[src/rtl/nbit_muldiv_pkg.sv]
// Shared definitions for the nbit_muldiv divider/multiplier pair.
// Holds the engine state encoding and the default operand width.
package nbit_muldiv_pkg;

    localparam int unsigned DefaultSize = 33;

    typedef enum logic [1:0] {
        StIdle,
        StBusy,
        StDone
    } state_e;

endpackage

[src/rtl/nbit_mult_engine.sv]
// Sequential shift-add multiplier, one multiplier bit per cycle, 2*SIZE-bit exact product.
// Signed mode subtracts the final partial product, which carries the multiplier sign weight.
module nbit_mult_engine
    import nbit_muldiv_pkg::*;
#(
    parameter int unsigned SIZE = DefaultSize
) (
    input  logic              clk,
    input  logic              rst,
    input  logic              start_i,
    input  logic              is_signed_i,
    input  logic [SIZE-1:0]   multiplicand_i,
    input  logic [SIZE-1:0]   multiplier_i,
    output logic              ready_o,
    output logic              valid_o,
    output logic [2*SIZE-1:0] product_o
);

    localparam int unsigned CntW = $clog2(SIZE);

    state_e            state_q, state_d;
    logic [CntW-1:0]   cnt_q, cnt_d;
    logic [2*SIZE-1:0] mcand_q, mcand_d;
    logic [2*SIZE-1:0] acc_q, acc_d;
    logic [SIZE-1:0]   mplier_q, mplier_d;
    logic              signed_q, signed_d;
    logic              last;

    always_comb begin
        state_d  = state_q;
        cnt_d    = cnt_q;
        mcand_d  = mcand_q;
        acc_d    = acc_q;
        mplier_d = mplier_q;
        signed_d = signed_q;
        last     = (cnt_q == CntW'(SIZE - 1));
        unique case (state_q)
            StIdle: begin
                if (start_i) begin
                    state_d  = StBusy;
                    cnt_d    = '0;
                    acc_d    = '0;
                    signed_d = is_signed_i;
                    mplier_d = multiplier_i;
                    mcand_d  = is_signed_i ? {{SIZE{multiplicand_i[SIZE-1]}}, multiplicand_i}
                                           : {{SIZE{1'b0}}, multiplicand_i};
                end
            end
            StBusy: begin
                if (mplier_q[0]) begin
                    acc_d = (last && signed_q) ? acc_q - mcand_q : acc_q + mcand_q;
                end
                mcand_d  = mcand_q << 1;
                mplier_d = mplier_q >> 1;
                cnt_d    = cnt_q + CntW'(1);
                if (last) begin
                    state_d = StDone;
                end
            end
            StDone:  state_d = StIdle;
            default: state_d = StIdle;
        endcase
    end

    always_ff @(posedge clk) begin
        if (rst) begin
            state_q  <= StIdle;
            cnt_q    <= '0;
            mcand_q  <= '0;
            acc_q    <= '0;
            mplier_q <= '0;
            signed_q <= 1'b0;
        end else begin
            state_q  <= state_d;
            cnt_q    <= cnt_d;
            mcand_q  <= mcand_d;
            acc_q    <= acc_d;
            mplier_q <= mplier_d;
            signed_q <= signed_d;
        end
    end

    assign ready_o   = (state_q == StIdle);
    assign valid_o   = (state_q == StDone);
    assign product_o = acc_q;

endmodule

[src/rtl/nbit_muldiv.sv]
// Independent restoring divider (inline) and optional shift-add multiplier.
// The multiplier is built only when NBIT_MULDIV_MULT_EN is defined; otherwise its outputs are 0.
module nbit_muldiv
    import nbit_muldiv_pkg::*;
#(
    parameter int unsigned SIZE = DefaultSize
) (
    input  logic              clk,
    input  logic              rst,
    input  logic              div_start,
    input  logic              div_is_signed,
    output logic              div_ready,
    output logic              div_valid,
    output logic              div_error,
    input  logic [SIZE-1:0]   div_dividend,
    input  logic [SIZE-1:0]   div_divisor,
    output logic [SIZE-1:0]   div_quotient,
    output logic [SIZE-1:0]   div_remainder,
    input  logic              mul_start,
    input  logic              mul_is_signed,
    output logic              mul_ready,
    output logic              mul_valid,
    input  logic [SIZE-1:0]   mul_multiplicand,
    input  logic [SIZE-1:0]   mul_multiplier,
    output logic [2*SIZE-1:0] mul_product
);

    localparam int unsigned CntW = $clog2(SIZE + 1);

    state_e          div_state_q, div_state_d;
    logic [CntW-1:0] cnt_q, cnt_d;
    logic [SIZE-1:0] quo_q, quo_d;
    logic [SIZE-1:0] rem_q, rem_d;
    logic [SIZE-1:0] dvs_q, dvs_d;
    logic            neg_quo_q, neg_quo_d;
    logic            neg_rem_q, neg_rem_d;
    logic            zero_q, zero_d;
    logic            err_q, err_d;
    logic [SIZE-1:0] dvd_abs, dvs_abs;
    logic [SIZE:0]   rem_shift, diff;

    // quo_q doubles as the dividend shift register while busy.
    always_comb begin
        div_state_d = div_state_q;
        cnt_d       = cnt_q;
        quo_d       = quo_q;
        rem_d       = rem_q;
        dvs_d       = dvs_q;
        neg_quo_d   = neg_quo_q;
        neg_rem_d   = neg_rem_q;
        zero_d      = zero_q;
        err_d       = err_q;
        dvd_abs     = (div_is_signed && div_dividend[SIZE-1]) ? -div_dividend : div_dividend;
        dvs_abs     = (div_is_signed && div_divisor[SIZE-1]) ? -div_divisor : div_divisor;
        rem_shift   = {rem_q, quo_q[SIZE-1]};
        diff        = rem_shift - {1'b0, dvs_q};
        unique case (div_state_q)
            StIdle: begin
                if (div_start) begin
                    div_state_d = StBusy;
                    cnt_d       = '0;
                    quo_d       = dvd_abs;
                    rem_d       = '0;
                    dvs_d       = dvs_abs;
                    neg_quo_d   = div_is_signed & (div_dividend[SIZE-1] ^ div_divisor[SIZE-1]);
                    neg_rem_d   = div_is_signed & div_dividend[SIZE-1];
                    zero_d      = (div_divisor == '0);
                end
            end
            StBusy: begin
                if (cnt_q != CntW'(SIZE)) begin
                    quo_d = {quo_q[SIZE-2:0], ~diff[SIZE]};
                    rem_d = diff[SIZE] ? rem_shift[SIZE-1:0] : diff[SIZE-1:0];
                    cnt_d = cnt_q + CntW'(1);
                end else begin
                    // Sign fix-up; a zero divisor already left |dividend| in the remainder.
                    quo_d       = zero_q ? '1 : (neg_quo_q ? -quo_q : quo_q);
                    rem_d       = neg_rem_q ? -rem_q : rem_q;
                    err_d       = zero_q;
                    div_state_d = StDone;
                end
            end
            StDone:  div_state_d = StIdle;
            default: div_state_d = StIdle;
        endcase
    end

    always_ff @(posedge clk) begin
        if (rst) begin
            div_state_q <= StIdle;
            cnt_q       <= '0;
            quo_q       <= '0;
            rem_q       <= '0;
            dvs_q       <= '0;
            neg_quo_q   <= 1'b0;
            neg_rem_q   <= 1'b0;
            zero_q      <= 1'b0;
            err_q       <= 1'b0;
        end else begin
            div_state_q <= div_state_d;
            cnt_q       <= cnt_d;
            quo_q       <= quo_d;
            rem_q       <= rem_d;
            dvs_q       <= dvs_d;
            neg_quo_q   <= neg_quo_d;
            neg_rem_q   <= neg_rem_d;
            zero_q      <= zero_d;
            err_q       <= err_d;
        end
    end

    assign div_ready     = (div_state_q == StIdle);
    assign div_valid     = (div_state_q == StDone);
    assign div_error     = err_q;
    assign div_quotient  = quo_q;
    assign div_remainder = rem_q;

`ifdef NBIT_MULDIV_MULT_EN
    nbit_mult_engine #(
        .SIZE(SIZE)
    ) u_mult (
        .clk            (clk),
        .rst            (rst),
        .start_i        (mul_start),
        .is_signed_i    (mul_is_signed),
        .multiplicand_i (mul_multiplicand),
        .multiplier_i   (mul_multiplier),
        .ready_o        (mul_ready),
        .valid_o        (mul_valid),
        .product_o      (mul_product)
    );
`else
    logic unused_mul;
    assign unused_mul  = ^{mul_start, mul_is_signed, mul_multiplicand, mul_multiplier};
    assign mul_ready   = 1'b0;
    assign mul_valid   = 1'b0;
    assign mul_product = '0;
`endif

endmodule

[config.mk]
export PLATFORM = sky130hd
export DESIGN_NAME = nbit_muldiv
export DESIGN_NICKNAME = d
export VERILOG_FILES = /design/src/rtl/nbit_muldiv_pkg.sv /design/src/rtl/nbit_mult_engine.sv /design/src/rtl/nbit_muldiv.sv
export SDC_FILE = /design/constraint.sdc
export NUM_CORES = 1
export LEC_CHECK = 0
export CORE_MARGIN = 2
export CORE_UTILIZATION = 50
export DETAILED_ROUTE_END_ITERATION = 10
export PLACE_DENSITY = 0.79
export SETUP_SLACK_MARGIN = 0.02
export SLEW_MARGIN = 20
export SYNTH_ARGS = -nofsm -noshare
export SYNTH_HDL_FRONTEND = slang
export SYNTH_HIERARCHICAL = 1
export SYNTH_SLANG_ARGS = --single-unit
[constraint.sdc]
create_clock -name clk -period 3.6 [get_ports clk]
set_input_delay 0.36 -clock clk [delete_from_list [all_inputs] [get_ports clk]]
set_output_delay 0.36 -clock clk [all_outputs]
set_load 0.02 [all_outputs]
# Word-level counts from Yosys, hierarchy flattened
# Cells that the tools add are included.
classes:
  addsub: 6
  eq_ne: 8
  mux: 18
  n_bitwise: 5
  n_reduce_logical: 11
ops:
  columns: ["cell", "n"]
  rows:
  - ["2-to-1 mux 33 bit", 10]
  - ["negation 33 bit", 4]
  - ["case mux 33 bit (2 select lines)", 2]
  - ["subtractor 34 x 33 -> 34 bit", 1]
  - ["zero test 33 bit", 1]
  - ["2-to-1 mux 6 bit", 2]
  - ["case mux 6 bit (2 select lines)", 1]
  - ["AND reduction 3 bit", 3]
  - ["adder 6 x 1 -> 6 bit, second input constant", 1]
  - ["inequality test 2 bit, second input constant", 3]
  - ["inequality test 6 bit, second input constant", 1]
  - ["AND reduction 2 bit", 3]
  - ["2-to-1 mux 2 bit", 2]
  - ["inequality test 4 bit, second input constant", 1]
  - ["case mux 2 bit (2 select lines)", 1]
  - ["inequality test 3 bit, second input constant", 1]
  - ["bitwise AND 1 bit", 2]
  - ["== test 2 x 1 -> 1 bit, second input constant", 1]
  - ["== test 2 bit, second input constant", 1]
  - ["logical AND 1 bit", 2]
  - ["zero test 2 bit", 1]
  - ["NOT 1 bit", 2]
  - ["nonzero test 2 bit", 1]
  - ["bitwise XOR 1 bit", 1]
word_totals:
  regBits: 111
  output_inout_bits: 137

# Depth between registers and ports, before layout
depth:
  ltp_word: 5
  ltp_mapped: 14
  ltp_nobuf: 13

# Worst setup path after synthesis
# Ideal clock, no wire load.
synth_timing:
  kind: "register -> register"
  startpoint: "register rem_q[19], in the netlist div_remainder[19]"
  endpoint: "register rem_q[30], in the netlist div_remainder[30]"
  setup_ps: 128
  t_arrival_ps: 2987
  required_time_ps: 3472
  slack_ps: 485
  stages_incl_launch_ff: 12
  path_buffers: 2
  period_less_slack_ps: 3115
  cell_sequence: "dfxtp_1 ha_1 and3_1 nand3_1 or4_1 o21a_1 and3_4 a211o_1 buf_2 buf_4 a221oi_1 a21oi_1"
synth_between:
  elab_chain_len: 4
  elab_cells_between_ends: 6
  cone_classes: "add/sub (2); mux (4)"
synth_lines:
  columns: ["element", "line", "source"]
  rows:
  - ["start: declaration", "nbit_muldiv.sv:33", "logic [SIZE-1:0] rem_q, rem_d;"]
  - ["start signal: assignment", "nbit_muldiv.sv:103", "rem_q <= rem_d;"]
  - ["subtractor 34 x 33 -> 34 bit / negation 33 bit (equally long branches)", "nbit_muldiv.sv:56, nbit_muldiv.sv:78", null]
  - ["2-to-1 mux 33 bit, on equally long branches", "nbit_muldiv.sv:73, nbit_muldiv.sv:78", null]
  - ["2-to-1 mux 33 bit *", "nbit_muldiv.sv:71", "if (cnt_q != CntW'(SIZE)) begin"]
  - ["case mux 33 bit (2 select lines) *", "nbit_muldiv.sv:57", "unique case (div_state_q)"]
# Every way passes the cells marked *; elsewhere a longest branch is shown, timed or not. The select of a mux whose other input is x is not followed.
# A chain may end at the register's enable or synchronous reset.

# Final worst setup path
layout_timing:
  startpoint: "register dvs_q[20]"
  endpoint: "register rem_q[18], in the netlist div_remainder[18]"
layout_between:
  elab_chain_len: 4
layout_lines:
  columns: ["element", "line", "source"]
  rows:
  - ["start: declaration", "nbit_muldiv.sv:34", "logic [SIZE-1:0] dvs_q, dvs_d;"]
  - ["start signal: assignment", "nbit_muldiv.sv:104", "dvs_q <= dvs_d;"]
  - ["subtractor 34 x 33 -> 34 bit", "nbit_muldiv.sv:56", "diff = rem_shift - {1'b0, dvs_q};"]
  - ["2-to-1 mux 33 bit", "nbit_muldiv.sv:73", "rem_d = diff[SIZE] ? rem_shift[SIZE-1:0] : diff[SIZE-1:0];"]
  - ["2-to-1 mux 33 bit", "nbit_muldiv.sv:71", null]
  - ["case mux 33 bit (2 select lines)", "nbit_muldiv.sv:57", null]
# Every way passes these cells.

==> impl_metrics.tcl <==
set metrics [dict create \
    first_global_vias 9735 \
    worstPathMaxFanout 8 \
    drtPass1Iterations 6 \
    root_buffer "clkbuf_16" \
    fin_crit_ns 3.50 \
    nFillCells 1883 \
    slew_headroom_pct 32.3 \
    post_cts_buffers 0 \
    vias 11144 \
    drc 0 \
    antenna_left 0 \
    yosysTopAreaCellShare_pct 21.4 \
    p_int_mw 3.26 \
    hold_slack_ns 0.358 \
    area_growth_pct 17.9 \
    clockBufferDepth 2 \
    num_io_pins 275 \
    clock_latency_ns 0.37 \
    place.gp.congestion 0.976 \
    leakage_nw 4.83 \
    cts_tree "done" \
    dr_wl_met2_microns 14700 \
    yosysTopAreaCell "dfxtp_1" \
    power_density_nw_per_um2 483 \
    core-area_sq_um 20300 \
    fp.dieArea_sq_um 22000 \
    hpwl_microns 25200 \
    fin_nets 1759 \
    fin_skew_ns 0.0161 \
    routedLengthMet1_microns 14900 \
    p_switching_mw 2.67 \
    synth.yosys.seq_area_share_pct 21.4 \
    synth_cells 1463 \
    portBuffers 138 \
    worstMarginPinSlew_ns 1.01 \
    rsz0062_at_grt "true" \
    grt.overflow.total 0 \
    final_cell_mix "nor2_1, clkdlybuf4s50_1, nand2_1, a21oi_1, dfxtp_1" \
    max-cap-violations 0 \
    die_x_microns 148 \
    p_seq_share_pct 25.4 \
    hold_violations 0 \
    required_ns 3.87 \
    synth.avg_cell_area_sq_um 7.11 \
    synth_ff_type "dfxtp_1" \
    die_h_microns 148 \
    dr.max_layer_used "met4" \
    drt-wirelength-per-cell_microns 17.9 \
    clock-sinks 111 \
    p_sw_share_pct 45.0 \
    p_clk_share_pct 18.4 \
    start_util_pct 51.3 \
    clkSlewWorstSetupHoldPaths_ns 0.09 \
    diodes 0 \
    peakVddDrop_mv 0.242 \
    synth_edf_count 0 \
    synthTopCellsByArea "dfxtp_1, nor2_1, a21oi_1, buf_4, xor2_1" \
    drive_gt1_share_pct 6.62 \
    cp-start-kind "register" \
    combinationalPowerShare_pct 56.2 \
    viasPerCell 6.01 \
    grt.total_usage_pct 29.2 \
    grt_pass1_wl_microns 51900 \
    cts-htree-levels 3 \
    outcome "complete, no violations" \
    num_rows 52 \
    cp-end-kind "register" \
    max_freq_ghz 0.286 \
    min_period_over_period_pct 97.2 \
    final_common_cell "nor2_1" \
    critPathArrivalTime_ns 3.76 \
    hp-class "in -> reg" \
    final-setup-viol-count 0 \
    grt_max_degree 84 \
    slew_violations 0 \
    wl_met3_microns 2740 \
    wirelength_microns 33200 \
    numCtsBuffers 9 \
    first_iter_violations 1078 \
    antenna_found_initial 0 \
    fin_tns_setup_ns 0 \
    synth.distinct_cells 78 \
    ys_seq_elements 111 \
    yosysWarnings 6 \
    path_class "reg -> reg" \
    syn-cell-area_sq_um 10400 \
    async_reset_ff_share_pct 0 \
]
[stage by stage]
step	cell area (sq um)	total power [mW]	utilization (%)	setup WS, ns	cells
detailed placement	12000	4.78	58.9	0.189	1839
global route	12300	6.29	60.4	0.0136	1855
CTS	12300	5.86	60.4	0.184	1855
finish	12300	5.93	60.4	0.102	1855
floorplan	10700	3.86	-	0.485	1530
global placement	12000	4.72	58.9	0.260	1839
[per-layer routing]
layer | up-vias | GRT usage, %
li1 | 5377 | -
met1 | 5185 | 41.9
met2 | 516 | 44.9
met3 | 66 | 4.72
met4 | 0 | 9.05
met5 | - | 0
[final cells by class]
cell class	count	area, sq um	area share, %
clock buffer	10	229	1.87
clock inverter	6	75.1	0.612
inverter	59	221	1.81
multi-input combinational	1206	7360	60.0
sequential	111	2220	18.1
tap	270	338	2.75
timing repair buffer	193	1820	14.8
[path summary, 6_finish.rpt]
kind	startpoint	to	slack, ns	depth (start not counted)
min reg2reg	dvs_q[13]	dvs_q[13]	0.46	2
max reg2reg	dvs_q[20]	div_remainder[18]	0.10	11
max	dvs_q[20]	div_remainder[18]	0.10	11
min	rst	div_remainder[9]	0.36	2
[flip-flops by register name, indices dropped and copies added (netlist names)]
signal,flops
div_error,1
div_remainder,33
neg_rem_q,1
neg_quo_q,1
cnt_q,6
zero_q,1
dvs_q,33
div_state_q,2
div_quotient,33
[worst max-delay path, stage by stage, from the launching register on]
cell	delay, ns
dfxtp_1	0.31
inv_1	0.12
ha_1	0.32
and3_1	0.26
nand3_1	0.15
or4_1	0.61
a2111o_1	0.37
a211oi_4	0.56
buf_12	0.21
mux2i_1	0.18
o21ai_0	0.09
a22o_1	0.23
[synthesized netlist by cell type, types with 5 or more instances]
cell type,n
o221ai_1,12
nor3_1,56
nand3b_1,8
o41ai_1,12
o22ai_1,15
o211ai_1,16
a21oi_1,122
xor2_1,59
inv_1,59
nand4_1,11
or4_1,13
and2_1,5
a21o_1,26
nor2_1,184
dfxtp_1,111
nor4_1,8
or3_1,18
or2_2,5
a221oi_1,5
clkbuf_1,70
o31ai_1,12
o21ai_0,93
o21bai_1,5
buf_1,5
buf_4,70
xnor2_1,52
nor2b_1,10
buf_2,6
a311oi_1,14
o21a_1,11
a22oi_1,6
and3_1,11
nand2b_1,11
a211oi_1,44
ha_1,40
mux2i_1,12
nand3_1,28
a31oi_1,19
nand2_1,124
[cell families after synthesis]
kind of cell,Yosys count,synth area share (%)
XOR/XNOR,111,9.34
buffers and inverters,213,10.4
AND/OR/NAND/NOR,521,24.2
flip-flops,111,21.4
other,1,0.0360
AO/OA/AOI/OAI,452,28.3
adder cells (fa/ha/maj),41,5.00
multiplexers,13,1.26
[what timing repair did]
action | 4_1_cts | 5_1_grt
endpoints found under the setup margin | 0 | 6
hold buffers | 0 | 0
resized for setup | 0 | 2
[power by group through the flow]
stage               logic, mW  registers [mW]  clock network (mW)
detailed placement       3.25            1.53                   0
global placement         3.20            1.53                   0
finish                   3.33            1.51                1.09
floorplan                2.27            1.59                   0
global route             3.63            1.53                1.14
CTS                      3.26            1.50                1.09
(Power assumes the default switching activity.)
